File: src/rtl/valu_pkg.sv
// Shared types and constants for the vector-ALU mantissa-alignment scheduler.
package valu_pkg;

  localparam int unsigned MANT_W    = 24;
  localparam int unsigned SHAMT_W   = 8;
  // Widest per-job tag a scheduler instance may carry (TAG_W <= TAG_MAX_W).
  localparam int unsigned TAG_MAX_W = 8;

  typedef enum logic [1:0] {
    IDLE  = 2'd0,
    SHIFT = 2'd1,
    DONE  = 2'd2
  } align_state_e;

  typedef struct packed {
    logic [MANT_W-1:0]    mant;
    logic [SHAMT_W-1:0]   amt;
    logic [TAG_MAX_W-1:0] tag;
  } align_job_t;

endpackage

File: src/rtl/valu_rr_arbiter.sv
// Combinational round-robin arbiter: picks the lowest requesting index at or above ptr_i, wrapping.
module valu_rr_arbiter #(
  parameter int unsigned NREQ  = 4,
  parameter int unsigned IDX_W = $clog2(NREQ)
) (
  input  logic [NREQ-1:0]  req_i,
  input  logic [IDX_W-1:0] ptr_i,
  output logic [NREQ-1:0]  grant_o,
  output logic [IDX_W-1:0] idx_o,
  output logic             any_o
);

  always_comb begin
    grant_o = '0;
    idx_o   = '0;
    any_o   = 1'b0;
    for (int unsigned i = 0; i < NREQ; i++) begin
      int unsigned k;
      k = (32'(ptr_i) + i) % NREQ;
      if (!any_o && req_i[k]) begin
        any_o      = 1'b1;
        grant_o[k] = 1'b1;
        idx_o      = IDX_W'(k);
      end
    end
  end

endmodule

File: src/rtl/valu_align_shift_sched.sv
// Round-robin scheduler sharing one 24-bit logical right shifter among NREQ lanes.
// Optional macro VALU_ALIGN_STICKY_EN builds the sticky (shifted-out OR) logic; otherwise out_sticky is 0.
module valu_align_shift_sched
  import valu_pkg::*;
#(
  parameter int unsigned NREQ  = 4,
  parameter int unsigned TAG_W = 4,
  localparam int unsigned IDX_W = $clog2(NREQ)
) (
  input  logic                    clk,
  input  logic                    rst,
  input  logic [NREQ-1:0]         req_valid,
  output logic [NREQ-1:0]         req_ready,
  input  logic [NREQ*MANT_W-1:0]  req_mant,
  input  logic [NREQ*SHAMT_W-1:0] req_amt,
  input  logic [NREQ*TAG_W-1:0]   req_tag,
  output logic                    out_valid,
  input  logic                    out_ready,
  output logic [MANT_W-1:0]       out_mant,
  output logic                    out_sticky,
  output logic [IDX_W-1:0]        out_lane,
  output logic [TAG_W-1:0]        out_tag
);

  align_state_e       state_q, state_d;
  logic [IDX_W-1:0]   ptr_q, ptr_d;
  logic [IDX_W-1:0]   lane_q, lane_d;
  align_job_t         job_q, job_d;
  logic [MANT_W-1:0]  out_mant_q, out_mant_d;
  logic               out_sticky_q, out_sticky_d;
  logic [IDX_W-1:0]   out_lane_q, out_lane_d;
  logic [TAG_W-1:0]   out_tag_q, out_tag_d;

  logic [NREQ-1:0]    grant;
  logic [IDX_W-1:0]   grant_idx;
  logic               grant_any;
  logic [MANT_W-1:0]  shr_mant;
  logic               shr_sticky;

  valu_rr_arbiter #(.NREQ(NREQ), .IDX_W(IDX_W)) u_arb (
    .req_i   (req_valid),
    .ptr_i   (ptr_q),
    .grant_o (grant),
    .idx_o   (grant_idx),
    .any_o   (grant_any)
  );

  // Shared shifter sees only the latched job; SV shifts by >= width already yield zero.
  assign shr_mant = job_q.mant >> job_q.amt;
`ifdef VALU_ALIGN_STICKY_EN
  assign shr_sticky = |(job_q.mant & ~({MANT_W{1'b1}} << job_q.amt));
`else
  assign shr_sticky = 1'b0;
`endif

  always_comb begin
    state_d      = state_q;
    ptr_d        = ptr_q;
    lane_d       = lane_q;
    job_d        = job_q;
    out_mant_d   = out_mant_q;
    out_sticky_d = out_sticky_q;
    out_lane_d   = out_lane_q;
    out_tag_d    = out_tag_q;
    req_ready    = '0;
    unique case (state_q)
      IDLE: begin
        if (grant_any) begin
          req_ready     = grant;
          job_d.mant    = req_mant[grant_idx*MANT_W +: MANT_W];
          job_d.amt     = req_amt[grant_idx*SHAMT_W +: SHAMT_W];
          job_d.tag     = TAG_MAX_W'(req_tag[grant_idx*TAG_W +: TAG_W]);
          lane_d        = grant_idx;
          ptr_d         = (grant_idx == IDX_W'(NREQ - 1)) ? '0 : grant_idx + 1'b1;
          state_d       = SHIFT;
        end
      end
      SHIFT: begin
        out_mant_d   = shr_mant;
        out_sticky_d = shr_sticky;
        out_lane_d   = lane_q;
        out_tag_d    = job_q.tag[TAG_W-1:0];
        state_d      = DONE;
      end
      DONE: begin
        if (out_ready) state_d = IDLE;
      end
      default: state_d = IDLE;
    endcase
  end

  always_ff @(posedge clk) begin
    if (rst) begin
      state_q      <= IDLE;
      ptr_q        <= '0;
      lane_q       <= '0;
      job_q        <= '0;
      out_mant_q   <= '0;
      out_sticky_q <= 1'b0;
      out_lane_q   <= '0;
      out_tag_q    <= '0;
    end else begin
      state_q      <= state_d;
      ptr_q        <= ptr_d;
      lane_q       <= lane_d;
      job_q        <= job_d;
      out_mant_q   <= out_mant_d;
      out_sticky_q <= out_sticky_d;
      out_lane_q   <= out_lane_d;
      out_tag_q    <= out_tag_d;
    end
  end

  assign out_valid  = (state_q == DONE);
  assign out_mant   = out_mant_q;
  assign out_sticky = out_sticky_q;
  assign out_lane   = out_lane_q;
  assign out_tag    = out_tag_q;

endmodule

File: config.mk
export PLATFORM = sky130hd
export DESIGN_NAME = valu_align_shift_sched
export DESIGN_NICKNAME = d
export VERILOG_FILES = /design/src/rtl/valu_pkg.sv /design/src/rtl/valu_rr_arbiter.sv /design/src/rtl/valu_align_shift_sched.sv
export SDC_FILE = /design/constraint.sdc
export NUM_CORES = 1
export LEC_CHECK = 0
export ABC_AREA = 1
export CAP_MARGIN = 20
export CORE_MARGIN = 5
export CORE_UTILIZATION = 42
export DETAILED_ROUTE_END_ITERATION = 6
export MAX_ROUTING_LAYER = met4
export PLACE_DENSITY = 0.79
export SLEW_MARGIN = 20
export SYNTH_ARGS = -nofsm -noshare
export SYNTH_HDL_FRONTEND = slang
export SYNTH_HIERARCHICAL = 1
export SYNTH_SLANG_ARGS = --single-unit
export TNS_END_PERCENT = 5
File: constraint.sdc
create_clock -name clk -period 2.8 [get_ports clk]
set_clock_uncertainty 0.05 [all_clocks]
set_input_delay 0.42 -clock clk [delete_from_list [all_inputs] [get_ports clk]]
set_output_delay 0.42 -clock clk [all_outputs]
set_load 0.02 [all_outputs]
== Word level (Yosys, flattened, before mapping) ==
Cells that the tools add are included.

* Word-level logic and storage cells: 81
* Flip-flop bits (word level): 72
* Output and inout port bits: 36
* Bits of input ports: 151

* Shifts and indexed selects: 4
* Multiplexer cells: 34
* Order comparisons: 8
* Multipliers: 1
* Add/subtract/negate cells: 4
* Bitwise operators: 3
* Equal/unequal tests: 5
* Reductions and logical operators: 13

{| class="wikitable"
|+ Operators with widths
! kind !! count
|-
| indexed part select 96 x 8 -> 24 bit || 1
|-
| indexed part select 32 x 6 -> 8 bit || 1
|-
| two-way mux 4 bit || 6
|-
| >> shifter 24 x 8 -> 24 bit || 1
|-
| indexed part select 16 x 5 -> 4 bit || 1
|-
| two-way mux 2 bit || 7
|-
| < comparator 2 x 3 -> 1 bit (second input constant) || 4
|-
| two-way mux 1 bit || 12
|-
| bitwise OR 4 bit || 3
|-
| binary-select mux 1 bit (select 2 bit) || 4
|-
| demux 1 bit (select 2 bit) || 4
|-
| greater-or-equal comparator 2 x 1 -> 1 bit (second input constant) || 4
|-
| logical AND 1 bit || 7
|-
| one-hot mux 2 bit (3 select lines) || 1
|-
| adder 2 x 1 -> 2 bit (second input constant) || 2
|-
| adder 2 bit (second input constant) || 2
|-
| equality test 2 bit (second input constant) || 2
|-
| multiplier 2 x 2 -> 4 bit (second input constant) || 1
|-
| AND reduction 2 bit || 2
|-
| zero test 1 bit || 3
|-
| equality test 2 x 1 -> 1 bit (second input constant) || 1
|-
| zero test 2 bit || 1
|-
| inequality test 2 x 1 -> 1 bit (second input constant) || 1
|-
| inequality test 2 bit (second input constant) || 1
|}

== Longest topological paths before layout ==
* Word-level depth: 14
* Mapped depth: 16
* Mapped depth without buffers: 13

== Cells and area by module ==
The synthesis kept the hierarchy.

{| class="wikitable"
|+ By module, submodules not included
! module !! area each (um^2) !! cells an instance !! sequential area each (um^2) !! instances
|-
| valu_align_shift_sched || 4,794.6 || 800 || 1,441.4 || 1
|-
| valu_rr_arbiter || 440.4 || 74 || 0.0 || 1
|}

== Worst setup path after synthesis ==
No wires, ideal clock.

* Path kind: reg2out
* Start point: register ptr_q[0]
* End point: output port req_ready[0]
* Required time: 2.330 ns
* Setup slack: 0.129 ns
* Cell stages (with the launch flop): 13
* Data arrival time: 2.201 ns
* Buffers on the path: 3
* Cells stage by stage: dfxtp_1 > inv_2 > ha_1 > inv_1 > nand2_1 > nand2_2 > nor2_4 > buf_6 > nand4_1 > nand2_1 > buf_2 > clkbuf_1 > nor2_1

* Longest elaborated chain between the ends: 14
* Elaborated cells on any way between the ends: 50
* Classes of those cells: 3 x add/sub; 8 x order compare; 26 x mux; 3 x bitwise; 10 x reduce/logical

{| class="wikitable"
|+ Ends and longest elaborated chain
! element !! line !! text
|-
| from (decl) || valu_align_shift_sched.sv:26 || <nowiki>logic [IDX_W-1:0] ptr_q, ptr_d;</nowiki>
|-
| from (signal assigned) || valu_align_shift_sched.sv:104 || <nowiki>ptr_q <= ptr_d;</nowiki>
|-
| branches (longest 11 deep; another with adder 2 x 1 -> 2 bit) || -- ||
|-
| two-way mux 1 bit (*) || valu_rr_arbiter.sv:20 || <nowiki>if (!any_o && req_i[k]) begin</nowiki>
|-
| via grant_any || valu_align_shift_sched.sv:36 || <nowiki>logic grant_any;</nowiki>
|-
| two-way mux 4 bit (*) || valu_align_shift_sched.sv:68 || <nowiki>if (grant_any) begin</nowiki>
|-
| two-way mux 4 bit (*) || valu_align_shift_sched.sv:66 || <nowiki>unique case (state_q)</nowiki>
|-
| to (decl) || valu_align_shift_sched.sv:13 || <nowiki>output logic [NREQ-1:0] req_ready,</nowiki>
|}

Mark *: on every way through the listed nets, which the timed path passes. The select of a mux whose other input is x is not followed.

== Final worst setup path ==
* Start point: register ptr_q[1]
* End point: output port req_ready[0]

The elaborated chain is that of the path after synthesis.

==> results.yml <==
min_path:
  holdCritStartpoint: "job_q[1]"
  min_to: "out_tag[1]"
  hold_class: "reg2reg"
  hold_depth: 2
place:
  place_congestion: 0.918
  dp_hpwl_um: 13400
  dp_slack_ps: -95.4
  place_inst: 1191
  io_buffer_count: 185
  dpl_cell_area_sq_um: 7310
critical_path:
  worstSetupPathType: "reg2out"
  critPathLaunchType: "register"
  reg2reg_slack_ps: 200
  crit_arrival_ps: 2250
  timing.rr.end: "job_q[26]"
  crit_path_end_kind: "output port"
  cp.required_ps: 2330
  ff2ff_path_depth: 15
  crit_fanout: 6
  rr_startpoint: "ptr_q[1]"
clock_network:
  max-clock-path-buffers: 2
  clk_latency_ps: 330
  htree_levels: 3
  cts.sinks: 72
  cts_tree: "built"
  root_buffer: "clkbuf_16"
  cts_buffers: 9
  clk_pin_slew_ps: 60
floorplan:
  die_x_um: 122
  die_height_um: 122
  die_area_sq_um: 14800
  num_rows: 40
  initial_core_util_pct: 43.2
  core_sq_um: 12100
  io_pins: 187
logic_synthesis:
  synth.top_cells.by_count: "nand3_1, nor2_1, nand2_1, o21ai_0, dfxtp_1"
  synthCells: 874
  ys_warn_count: 6
  synth_area_leader_cell: "dfxtp_1"
  async_flop_share_pct: 0
  synth_top_area_share_pct: 27.5
  synth_cell_types: 31
  syn_nets: 1031
  yosysMostFrequentCell: "nand3_1"
  synth_area_per_cell_sq_um: 5.99
  syn-cell-area_sq_um: 5240
  synth-seq-cells: 72
  synthTopCellsByArea: "dfxtp_1, nand3_1, nor2_1"
  yosysSeqAreaShare_pct: 27.5
  synth_edf_count: 0
  ys.flop_type: "dfxtp_1"
global_routing:
  grt_max_degree: 64
  grt.overflow.total: 0
  grt_pass1_wl_um: 28900
  antenna_found_initial: 0
  grt_pass1_vias: 6166
  grt_use_total_pct: 24.3
cells_and_area:
  ff_latch_area_sq_um: 1440
  antenna_cells: 0
  nFillCells: 1177
  layout-drive-gt1-share_pct: 7.40
  layout.nets: 1193
  stdcell_area_sq_um: 7650
  multi_input_area_sq_um: 3250
  fin_cells: 1209
  area_growth_pct: 46.1
  final_util_pct: 63.2
power:
  seq_power_share_pct: 17.2
  power_density_nw_per_um2: 1220
  clkPwrFrac_pct: 13.0
  leakagePower_uw: 0.00330
  vdd_drop_max_mv: 1.02
  p_switching_uw: 4730
  internal_power_uw: 4610
  switching_share_pct: 50.6
  pwr-share-comb_pct: 69.8
sta:
  tightestPinTransition_ps: 762
  rsz0062_at_grt: "false"
  worst_slack_ps: 83.0
  setup_viol: 0
  hold_slack_ps: 399
  hold_viol_final: 0
  post-route-period-util_pct: 97.0
  finalCriticalPeriod_ps: 2720
  report.final.slew_viol_count: 0
  slew-limit-headroom_pct: 49.2
  fmaxAchievable_ghz: 0.368
run:
  maxCapViolations: 0
detailed_routing:
  drtAntennaViolNets: 0
  drt_wl_total_um: 17400
  vias: 6456
  first_pass_iters: 6
  drc: 0
  drt_iter0_markers: 514
  wl_per_cell_um: 14.4
  viasPerCell: 5.34
run_status:
  status: "finished clean"
==> layer usage <==
metal  vias up  wire length [um]  GRT usage, %
li1       3277                 -             -
met1      2868              7750          32.1
met2       283              8050          39.0
met3        28              1340          3.62
met4         0               298          6.16
met5         -                 0             -
==> through the flow <==
step,power [uW],TNS (ps)
3_5_place_dp,8040,-416
2_1_floorplan,5950,0
3_3_place_gp,7970,-389
5_1_grt,10300,0
6_report,9340,0
4_1_cts,9270,0
==> power by group through the flow <==
stage / logic, uW / clock network [uW] / registers (uW)
3_5_place_dp: 6420 / 0 / 1620
5_1_grt: 7340 / 1280 / 1650
4_1_cts: 6440 / 1230 / 1600
3_3_place_gp: 6360 / 0 / 1610
6_report: 6520 / 1220 / 1600
2_1_floorplan: 4250 / 0 / 1700
==> cells in the final DEF (no fill, tap or decap), drive strengths merged <==
cell type	n
nor2	144
buf	32
bufinv	2
a21boi	4
clkdlybuf4s15	2
o22ai	36
clkdlybuf4s50	180
nor3	1
clkbuf	10
clkinvlp	1
inv	69
conb	1
nand2	126
dlygate4sd2	1
and2	2
o21ai	122
nand3	150
nand4	17
clkinv	5
dfxtp	72
a21oi	51
o41ai	1
ha	6
o211ai	6
==> kinds of logic (layout without fill, tap and decap cells) <==
kind of cell / Yosys count / in the layout / synth area share [%]
AND/OR/NAND/NOR: 439 / 440 / 37.4
AO/OA/AOI/OAI: 220 / 220 / 22.7
buffers and inverters: 136 / 302 / 10.9
flip-flops: 72 / 72 / 27.5
adder cells (fa/ha/maj): 6 / 6 / 1.43
other: 1 / 1 / 0.0716
==> area by class of cell <==
cell class	count	area share (%)
Clock buffer	9	2.94
Clock inverter	7	1.24
Inverter	70	3.44
Multi-Input combinational cell	667	42.5
Sequential cell	72	18.8
Tap cell	168	2.75
Timing Repair Buffer	216	28.3
==> worst max-delay path by stage <==
stage	startpoint	endpoint	slack, ps	cells after the start
floorplan	ptr_q[0]	req_ready[0]	130	12
global placement	req_valid[1]	req_ready[2]	-100	11
global route	ptr_q[1]	req_ready[0]	9	10
detailed placement	req_valid[3]	req_ready[2]	-100	11
finish	ptr_q[1]	req_ready[0]	80	10
CTS	ptr_q[0]	req_ready[2]	40	10
==> repair_timing <==
| item | CTS | global route |
|---|---|---|
| hold buffers | 0 | 0 |
| resized for setup | 5 | 8 |
| setup endpoints to repair | 4 | 12 |
| cloned | 0 | 1 |
| buffers inserted | 0 | 1 |
| endpoints found under the hold margin | 0 | 0 |
| pin swaps | 0 | 2 |
==> flip-flops by register name, indices dropped and copies added (netlist names) <==
| signal | cells |
|---|---|
| job_q | 36 |
| lane_q | 2 |
| out_lane | 2 |
| out_mant | 24 |
| out_tag | 4 |
| ptr_q | 2 |
| state_q | 2 |
==> worst max-delay path, cell delays in order, from the launching register on <==
cell	delay, ps
dfxtp_1	330
inv_1	60
ha_2	380
inv_1	100
nand2_1	100
nand2_2	100
nor2_4	190
nand4_1	140
nand2_2	160
nor2_1	50
dlygate4sd2_1	310
No activity file was read; power rests on OpenSTA's default activity.
